==> config.mk <==
export PLATFORM = sky130hd
export DESIGN_NAME = paddle_timer
export DESIGN_NICKNAME = d
export VERILOG_FILES = /design/src/rtl/paddle_timer_pkg.sv /design/src/rtl/paddle_timer_channel.sv /design/src/rtl/paddle_timer.sv
export SDC_FILE = /design/constraint.sdc
export NUM_CORES = 1
export LEC_CHECK = 0
export ABC_AREA = 0
export CAP_MARGIN = 20
export CORE_ASPECT_RATIO = 0.7
export CORE_UTILIZATION = 50
export CTS_BUF_LIST = sky130_fd_sc_hd__clkbuf_4
export CTS_CLUSTER_DIAMETER = 200
export DETAILED_ROUTE_END_ITERATION = 8
export HOLD_SLACK_MARGIN = 0.06
export PLACE_DENSITY = 0.69
export REMOVE_ABC_BUFFERS = 1
export SYNTH_ARGS = -nofsm -noshare
export SYNTH_HDL_FRONTEND = slang
export SYNTH_SLANG_ARGS = --single-unit
==> constraint.sdc <==
create_clock -name CLK_14M -period 7.8 [get_ports CLK_14M]
set_input_delay 2.34 -clock CLK_14M [delete_from_list [all_inputs] [get_ports CLK_14M]]
set_output_delay 2.34 -clock CLK_14M [all_outputs]
set_load 0.01 [all_outputs]
==> src/rtl/paddle_timer_pkg.sv <==
// ---------------------------------------------------------------------------
// paddle_timer_pkg
// Shared constants and helpers for the game-port paddle timer.
//   PDL_CENTER / PDL_SCALE map a signed 8-bit paddle position onto a tick
//   count; PDL_CLAMP / PDL_MAX bound the top of the range; PDL_CNT_W is the
//   width of each channel's down-counter.
//   ch_state_e is the two-state life cycle of one paddle channel.
//   pdl_load_value() turns one paddle position into a clamped counter load.
// ---------------------------------------------------------------------------
package paddle_timer_pkg;

  localparam int PDL_CENTER = 2800;
  localparam int PDL_SCALE  = 22;
  localparam int PDL_CLAMP  = 5590;
  localparam int PDL_MAX    = 5650;
  localparam int PDL_CNT_W  = 13;

  typedef enum logic {
    CH_IDLE = 1'b0,
    CH_RUN  = 1'b1
  } ch_state_e;

  // Centre + scale * position, done in 16-bit signed arithmetic. The raw
  // result spans -16..5594, so 16 bits never overflow. Anything that lands
  // at or above the clamp point is pushed out to the full-scale count.
  function automatic logic [PDL_CNT_W-1:0] pdl_load_value(input logic [7:0] pos);
    logic signed [15:0] pos_s;
    logic signed [15:0] raw;
    logic [PDL_CNT_W-1:0] result;
    pos_s = {{8{pos[7]}}, pos};
    raw   = 16'(PDL_CENTER) + 16'(PDL_SCALE) * pos_s;
    if (raw < 16'sd0) begin
      result = '0;
    end else if (raw >= 16'(PDL_CLAMP)) begin
      result = PDL_CNT_W'(PDL_MAX);
    end else begin
      result = raw[PDL_CNT_W-1:0];
    end
    return result;
  endfunction

endpackage

==> src/rtl/paddle_timer_channel.sv <==
// ---------------------------------------------------------------------------
// paddle_channel
// One paddle channel: a 13-bit down-counter that is loaded from the paddle
// position on a serviced strobe and counts down once per CPU tick, plus the
// registered output that is high exactly while the counter is non-zero.
//   clk    in   master clock
//   reset  in   synchronous active-high reset
//   tick   in   one-cycle pulse per CPU-phase clock rising edge
//   load   in   reload request; only ever asserted together with tick
//   pos    in   signed 8-bit paddle position
//   pdl    out  channel output, high while the count is running
// ---------------------------------------------------------------------------
module paddle_channel
  import paddle_timer_pkg::*;
(
  input  logic       clk,
  input  logic       reset,
  input  logic       tick,
  input  logic       load,
  input  logic [7:0] pos,
  output logic       pdl
);

  logic [PDL_CNT_W-1:0] cnt_q;
  logic [PDL_CNT_W-1:0] cnt_d;
  ch_state_e            state_q;
  ch_state_e            state_d;

  // Counter next value. A load always wins, so a strobe during a running
  // count simply restarts it from the current position. A count of zero is
  // left alone on a tick so the counter can never wrap.
  always_comb begin
    cnt_d = cnt_q;
    if (load) begin
      cnt_d = pdl_load_value(pos);
    end else if (tick && (cnt_q != '0)) begin
      cnt_d = cnt_q - 1'b1;
    end
  end

  // Channel state follows the counter: it enters RUN when a non-zero value
  // is loaded and drops back to IDLE on the tick that takes the count to
  // zero. Deciding from cnt_d makes the registered output change on the same
  // edge as the counter itself.
  always_comb begin
    state_d = state_q;
    case (state_q)
      CH_IDLE: if (cnt_d != '0) state_d = CH_RUN;
      CH_RUN:  if (cnt_d == '0) state_d = CH_IDLE;
      default: state_d = CH_IDLE;
    endcase
  end

  always_ff @(posedge clk) begin
    if (reset) begin
      cnt_q   <= '0;
      state_q <= CH_IDLE;
    end else begin
      cnt_q   <= cnt_d;
      state_q <= state_d;
    end
  end

  assign pdl = (state_q == CH_RUN);

endmodule

==> src/rtl/paddle_timer.sv <==
// ---------------------------------------------------------------------------
// paddle_timer
// Game-port paddle timer. A strobe marks a reload as pending; the next CPU
// tick loads all four paddle channels, which then count down one step per
// tick. The paddle outputs, the pushbuttons and the cassette input are
// packed onto GAMEPORT.
//   CLK_14M     in   master clock, the only clock
//   reset       in   synchronous active-high reset
//   CLK_2M      in   CPU-phase clock level, used only to derive ticks
//   pdl_strobe  in   one-cycle pulse on a $C07x access
//   pdl_an      in   four signed 8-bit positions, PDL0 in [31:24]
//   buttons     in   PB3..PB1, active high
//   TAPE_IN     in   cassette input
//   GAMEPORT    out  {pdl3, pdl2, pdl1, pdl0, pb3, pb2, pb1, TAPE_IN}
//   busy        out  high while any paddle output is high
// ---------------------------------------------------------------------------
module paddle_timer
  import paddle_timer_pkg::*;
(
  input  logic        CLK_14M,
  input  logic        reset,
  input  logic        CLK_2M,
  input  logic        pdl_strobe,
  input  logic [31:0] pdl_an,
  input  logic [2:0]  buttons,
  input  logic        TAPE_IN,
  output logic [7:0]  GAMEPORT,
  output logic        busy
);

  logic       clk_2m_prev_q;
  logic       clk_2m_prev_d;
  logic       pending_q;
  logic       pending_d;
  logic       tick;
  logic       load;
  logic [3:0] pdl;

  // CLK_2M is treated as data: a rising level seen against last cycle's
  // sample produces a one-cycle tick. A strobe arriving on a tick cycle is
  // serviced immediately rather than waiting a full CPU cycle, and the
  // pending flag is cleared by every tick whether or not it was set.
  always_comb begin
    clk_2m_prev_d = CLK_2M;
    tick          = CLK_2M & ~clk_2m_prev_q;
    load          = tick & (pending_q | pdl_strobe);
    pending_d     = tick ? 1'b0 : (pending_q | pdl_strobe);
  end

  // Reset takes priority over a same-cycle strobe, so that strobe is lost.
  always_ff @(posedge CLK_14M) begin
    if (reset) begin
      clk_2m_prev_q <= 1'b0;
      pending_q     <= 1'b0;
    end else begin
      clk_2m_prev_q <= clk_2m_prev_d;
      pending_q     <= pending_d;
    end
  end

  // Channel n takes its position from byte (3-n) of pdl_an, so PDL0 sits in
  // the most significant byte.
  for (genvar i = 0; i < 4; i++) begin : g_chan
    paddle_channel u_chan (
      .clk   (CLK_14M),
      .reset (reset),
      .tick  (tick),
      .load  (load),
      .pos   (pdl_an[31-8*i -: 8]),
      .pdl   (pdl[i])
    );
  end

  // Buttons and tape input bypass all registers.
  assign GAMEPORT = {pdl, buttons, TAPE_IN};
  assign busy     = |pdl;

endmodule
[Word level (Yosys, flattened, before mapping)]
Index checks and enable logic that the tools add are counted.
Storage, ports and cells
  flip-flop bits (word level): 58
  input port bits: 40
Cells by class
  multiply operators: 4
  multiplexer cells: 28
  $lt $le $gt $ge: 8
  reductions and logical operators: 18
  $add $sub $neg: 8
  bitwise operators: 8
Operators with widths (count)
  2-to-1 mux 13 bit: 16
  nonzero test 13 bit: 8
  adder 13 x 16 -> 16 bit, first input constant: 4
  >= comparator 16 x 14 -> 1 bit, second input constant: 4
  < comparator 16 x 1 -> 1 bit, second input constant: 4
  logical NOT 13 bit: 4
  multiplier 5 x 8 -> 13 bit, first input constant: 4
  subtractor 13 x 1 -> 13 bit, second input constant: 4
  2-to-1 mux 1 bit: 8
  one-hot mux 1 bit (2 select lines): 4
  NOT 1 bit: 5
  logical AND 1 bit: 4
  OR reduction 4 bit: 1
  bitwise AND 1 bit: 2
  OR reduction 2 bit: 1
  OR 1 bit: 1

[Logic depth before layout (Yosys ltp)]
  depth in word-level cells: 9
  depth in mapped cells: 18
  depth with buffers taken out: 17

[Cells and area by module]
A second synthesis with hierarchy kept.
Unflattened totals
  cell total of the unflattened synthesis: 1103
  area, all modules: 8853.5 µm²
Modules (own cells, without submodules)
  paddle_channel at g_chan[2].u_chan ...: area an instance 2165.8 µm², cells an instance 259, times used 2, seq. area each 280.3 µm²
  paddle_channel at g_chan[0].u_chan: area an instance 2233.4 µm², cells an instance 295, times used 1, seq. area each 280.3 µm²
  paddle_channel at g_chan[1].u_chan: area an instance 2183.3 µm², cells an instance 278, times used 1, seq. area each 280.3 µm²
  paddle_timer: area an instance 105.1 µm², cells an instance 12, times used 1, seq. area each 40.0 µm²

[Least setup slack after synthesis]
OpenSTA, ideal clock, no wires.
  path kind: input to register
  start point: in pdl_an[11]
  end point: reg g_chan[2].u_chan.state_q
  data required time: 7.663 ns
  arrival time: 6.022 ns
  stages on the path: 16
  setup time: 0.137 ns
  buffers on the path: 1
  setup slack: 1.641 ns
  cells stage by stage: ha_1 > inv_1 > fa_1 > inv_1 > ha_1 > buf_6 > a21o_1 > a21oi_2 > nand2_1 > a221o_1 > a32oi_2 > nor2_1 > or4_1 > or4b_1 > a2111oi_2 > o211ai_1
On the way
  longest elaborated chain between the ends: 9
Ends and longest elaborated chain
  from (decl): line paddle_timer.sv:24  | input logic [31:0] pdl_an,
  multiplier 5 x 8 -> 13 bit (*): line paddle_timer_pkg.sv:31  | raw = 16'(PDL_CENTER) + 16'(PDL_SCALE) * pos_s;
  adder 13 x 16 -> 16 bit (*): line paddle_timer_pkg.sv:31
  >= comparator 16 x 14 -> 1 bit: line paddle_timer_pkg.sv:34  | end else if (raw >= 16'(PDL_CLAMP)) begin
  2-to-1 mux 13 bit: line paddle_timer_pkg.sv:34
  2-to-1 mux 13 bit (*): line paddle_timer_pkg.sv:32  | if (raw < 16'sd0) begin
  2-to-1 mux 13 bit (*): line paddle_timer_channel.sv:34  | if (load) begin
  logical NOT 13 bit or nonzero test 13 bit (tied branches): line paddle_timer_channel.sv:49, paddle_timer_channel.sv:48
  2-to-1 mux 1 bit, on equally long branches: line paddle_timer_channel.sv:49, paddle_timer_channel.sv:48
  one-hot mux 1 bit (2 select lines) (*): line paddle_timer_channel.sv:47  | case (state_q)
  to (signal assigned): line paddle_timer_channel.sv:60  | state_q <= state_d;
  to (decl): line paddle_timer_channel.sv:26  | ch_state_e state_q;
Every way passes the cells marked *; elsewhere a longest branch is shown, timed or not.
A chain may end at the register's enable or synchronous reset.

[Final worst setup path]
  start point: in pdl_an[1]
  end point: reg g_chan[3].u_chan.state_q
On the way
  longest elaborated chain between the ends: 9
Ends and longest elaborated chain (line)
  multiplier 5 x 8 -> 13 bit (*): paddle_timer_pkg.sv:31
  adder 13 x 16 -> 16 bit (*): paddle_timer_pkg.sv:31
  >= comparator 16 x 14 -> 1 bit: paddle_timer_pkg.sv:34
  2-to-1 mux 13 bit: paddle_timer_pkg.sv:34
  2-to-1 mux 13 bit (*): paddle_timer_pkg.sv:32
  2-to-1 mux 13 bit (*): paddle_timer_channel.sv:34
  logical NOT 13 bit or nonzero test 13 bit (tied branches): paddle_timer_channel.sv:49, paddle_timer_channel.sv:48
  2-to-1 mux 1 bit, on equally long branches: paddle_timer_channel.sv:49, paddle_timer_channel.sv:48
  one-hot mux 1 bit (2 select lines) (*): paddle_timer_channel.sv:47
  to (signal assigned): paddle_timer_channel.sv:60
  to (decl): paddle_timer_channel.sv:26
Marks and branches as above.

==> flow_metrics.py <==
metrics = {
    "outcome": {
        "status": "finished clean",
    },
    "worst_setup_path": {
        "path_cells": "clkdlybuf4s50_1 -> ha_1 -> inv_1 -> fa_1 -> inv_1 -> ha_1 -> nor2b_1 -> o311ai_1 -> a21oi_1 -> and2_1 -> or4_4 -> a21boi_1 -> a41o_1 -> or2_1 -> o41ai_1 -> a31oi_1",
        "max_stage_delay_ns": 0.56,
        "critPathLaunchType": "input pin",
        "path_class": "input pin to register",
        "reg2reg_slack_ns": 4.04,
        "arrival_ns": 6.93,
        "end_kind": "register",
        "path_max_fanout": 4,
        "slowest_stage": "o311ai_1",
        "crit_buf_inv": 3,
        "worstPathRequired_ns": 8.11,
        "crit_family": "compound AO/OA/AOI/OAI gates",
    },
    "pwr": {
        "ir_drop_mv": 0.1303,
        "power_density_nw_per_um2": 344.9,
        "p_leak_nw": 3.738,
        "p_total_w": 0.003033,
    },
    "placement": {
        "gp_congestion": 0.8853,
        "port_buffers": 40,
        "dp_slack_ns": 0.7785,
        "dp_hpwl_mm": 14.83,
        "place_area_um2": 8636,
    },
    "sta": {
        "maxSlewHeadroom_pct": 43.59,
        "hold_viol": 0,
        "fmax_mhz": 151.1,
        "finClkSkew_ns": 0.01776,
        "setup_slack_ns": 1.184,
        "worst_pin_slew_ns": 0.8385,
        "rsz0062_at_grt": "no",
        "setup_violations": 0,
        "period_needed_ns": 6.616,
        "maxSlewViolCount": 0,
        "setup_tns_ns": 0,
        "post-route-period-util_pct": 84.82,
    },
    "drt": {
        "vias": 7466,
        "firstDrtPassIters": 7,
        "drc_errors": 0,
        "wl_per_cell_um": 14.25,
        "via_per_inst": 5.765,
        "ant_nets": 0,
        "drt_iter0_drc": 464,
        "wirelength_mm": 18.45,
    },
    "layout": {
        "final_cell_mix": "115 x inv_1, 105 x nor2_1, 95 x ha_1, 77 x xnor2_1, 62 x nand2_1",
        "final_util_pct": 56.05,
        "num-nets-final": 1244,
        "area_growth_pct": 8.455,
        "design_area_um2": 8795,
        "drive_above_1_share_pct": 5.119,
        "nFillCells": 1508,
        "layout_commonest_cell": "inv_1",
    },
    "grt": {
        "antenna_found_initial": 1,
        "grt_first_pass_wirelength_mm": 31.11,
        "grt_pass1_vias": 6366,
        "grt_max_degree": 41,
        "track_usage_pct": 22.62,
        "overflow": 0,
    },
    "clock_network": {
        "clk_latency_ns": 0.44,
        "htree_levels": 3,
        "clock-root-buffer": "clkbuf_4",
        "clk_path_buf_depth": 2,
        "cts_hold_buffers": 0,
        "cts_resized": 0,
        "cts_tree": "yes",
        "cts.clk_slew.worst_paths_ns": 0.11,
        "cts_made_buffers": 9,
        "cts.sink_count": 58,
        "post_cts_buffers": 0,
    },
    "synth": {
        "ys_ff_latch": 58,
        "synth_edf_count": 0,
        "ys_seq_area_share_pct": 14.32,
        "syn_area_per_cell_um2": 7.657,
        "netlist_instances": 1059,
        "ys_types": 90,
        "synth_flop_cell": "dfxtp_1",
        "yosysWarnings": 0,
        "synth_area_um2": 8109,
        "async_flop_share_pct": 0,
    },
    "floorplan": {
        "die_x_um": 154.2,
        "dieHeight_um": 108.6,
        "placementRows": 38,
        "start_util_pct": 51.68,
        "ios": 49,
        "core_area_um2": 15690,
        "dieArea_um2": 16740,
    },
    "hold_path": {
        "min_path_type": "register to register",
    },
    "job": {
        "drv_cap": 0,
    },
}
-- worst min-delay path, delay by kind of cell, from the launching register on --
family           cells  cell delay, ns
AO/OA/AOI/OAI        1            0.06
flip-flops           1            0.32
AND/OR/NAND/NOR      1            0.08
-- registers in the layout, summed over array words and instances, names as in the netlist --
signal,flops
clk_2m_prev_q,1
g_chan.u_chan.cnt_q,52
g_chan.u_chan.pdl,4
pending_q,1
-- stage by stage --
| step | hold slack [ns] | std cells |
|---|---|---|
| final | 0.5012 | 1295 |
| after global routing | 0.5266 | 1295 |
| after CTS | 0.4985 | 1294 |
| after detailed placement | 0.4844 | 1278 |
| after global placement | 0.4539 | 1278 |
| after floorplan | 0.4365 | 1034 |
-- logic make-up (layout without fill, tap and decap cells) --
logic type,after synthesis,in the layout,synth area share (%)
and+or+nand+nor,345,345,21.93
AOI/OAI and AO/OA,278,278,23.30
buffers and inverters,140,175,7.298
adders and majority gates,115,115,19.60
xor gates and xnor gates,111,111,11.99
DFF,58,58,14.32
muxes,12,12,1.574
other,0,1,0
-- report_power, final --
group	leakage, nW	internal (W)	switching [W]	total, W
clock	0.0838	0.000131	0.000124	0.000255
sequential	0.476	0.000423	0.000141	0.000564
combinational	3.18	0.000937	0.00128	0.00221
total	3.74	0.00149	0.00154	0.00303
-- path summary, 6_finish.rpt --
path                                                  from                          to  cells past startpoint
worst max register to register               clk_2m_prev_q        g_chan[2].u_chan.pdl                     10
worst min register to register  g_chan[1].u_chan.cnt_q[12]  g_chan[1].u_chan.cnt_q[12]                      2
worst max-delay path                             pdl_an[1]        g_chan[3].u_chan.pdl                     16
worst min-delay path            g_chan[1].u_chan.cnt_q[12]  g_chan[1].u_chan.cnt_q[12]                      2
-- layout make-up --
cell class	instances	area (um2)	area share (%)
diodes	1	2.502	0.02845
clock buffers	10	75.07	0.8536
clock inverters	6	81.33	0.9247
inverters	115	431.7	4.908
multi-input cells	861	6362	72.34
flip-flops and latches	58	1161	13.20
well taps	200	250.2	2.845
repair buffers	44	430.4	4.894
-- per-layer routing --
| metal | global-route usage (%) | up-vias | part of all wire, % |
|---|---|---|---|
| met4 | 3.214 | 0 | 0.45 |
| met2 | 30.94 | 149 | 38 |
| li1 | - | 3858 | - |
| met3 | 3.647 | 11 | 4.2 |
| met1 | 36.43 | 3448 | 58 |
| met5 | 0 | - | 0 |
-- cells in the mapped netlist (10+ instances only) --
library cell,instances,area [um2]
o21ai_0,39,195.2
ha_1,95,1189
fa_1,20,400.4
nor4_1,15,93.84
o211ai_1,10,75.07
nand3_1,21,105.1
o22ai_1,11,68.82
nand2b_1,11,68.82
or3_1,14,87.58
xor2_1,34,297.8
nor2b_1,15,93.84
nor3_1,31,155.2
nor2_1,106,397.9
a31oi_1,20,125.1
xnor2_1,77,674.4
inv_1,115,431.7
clkbuf_1,12,45.04
a21o_1,11,82.58
o21ai_1,12,60.06
dfxtp_1,58,1161
a21oi_1,61,305.3
o21a_1,19,142.6
a211oi_1,10,75.07
nand2_1,62,232.7
(Power assumes the default switching activity.)
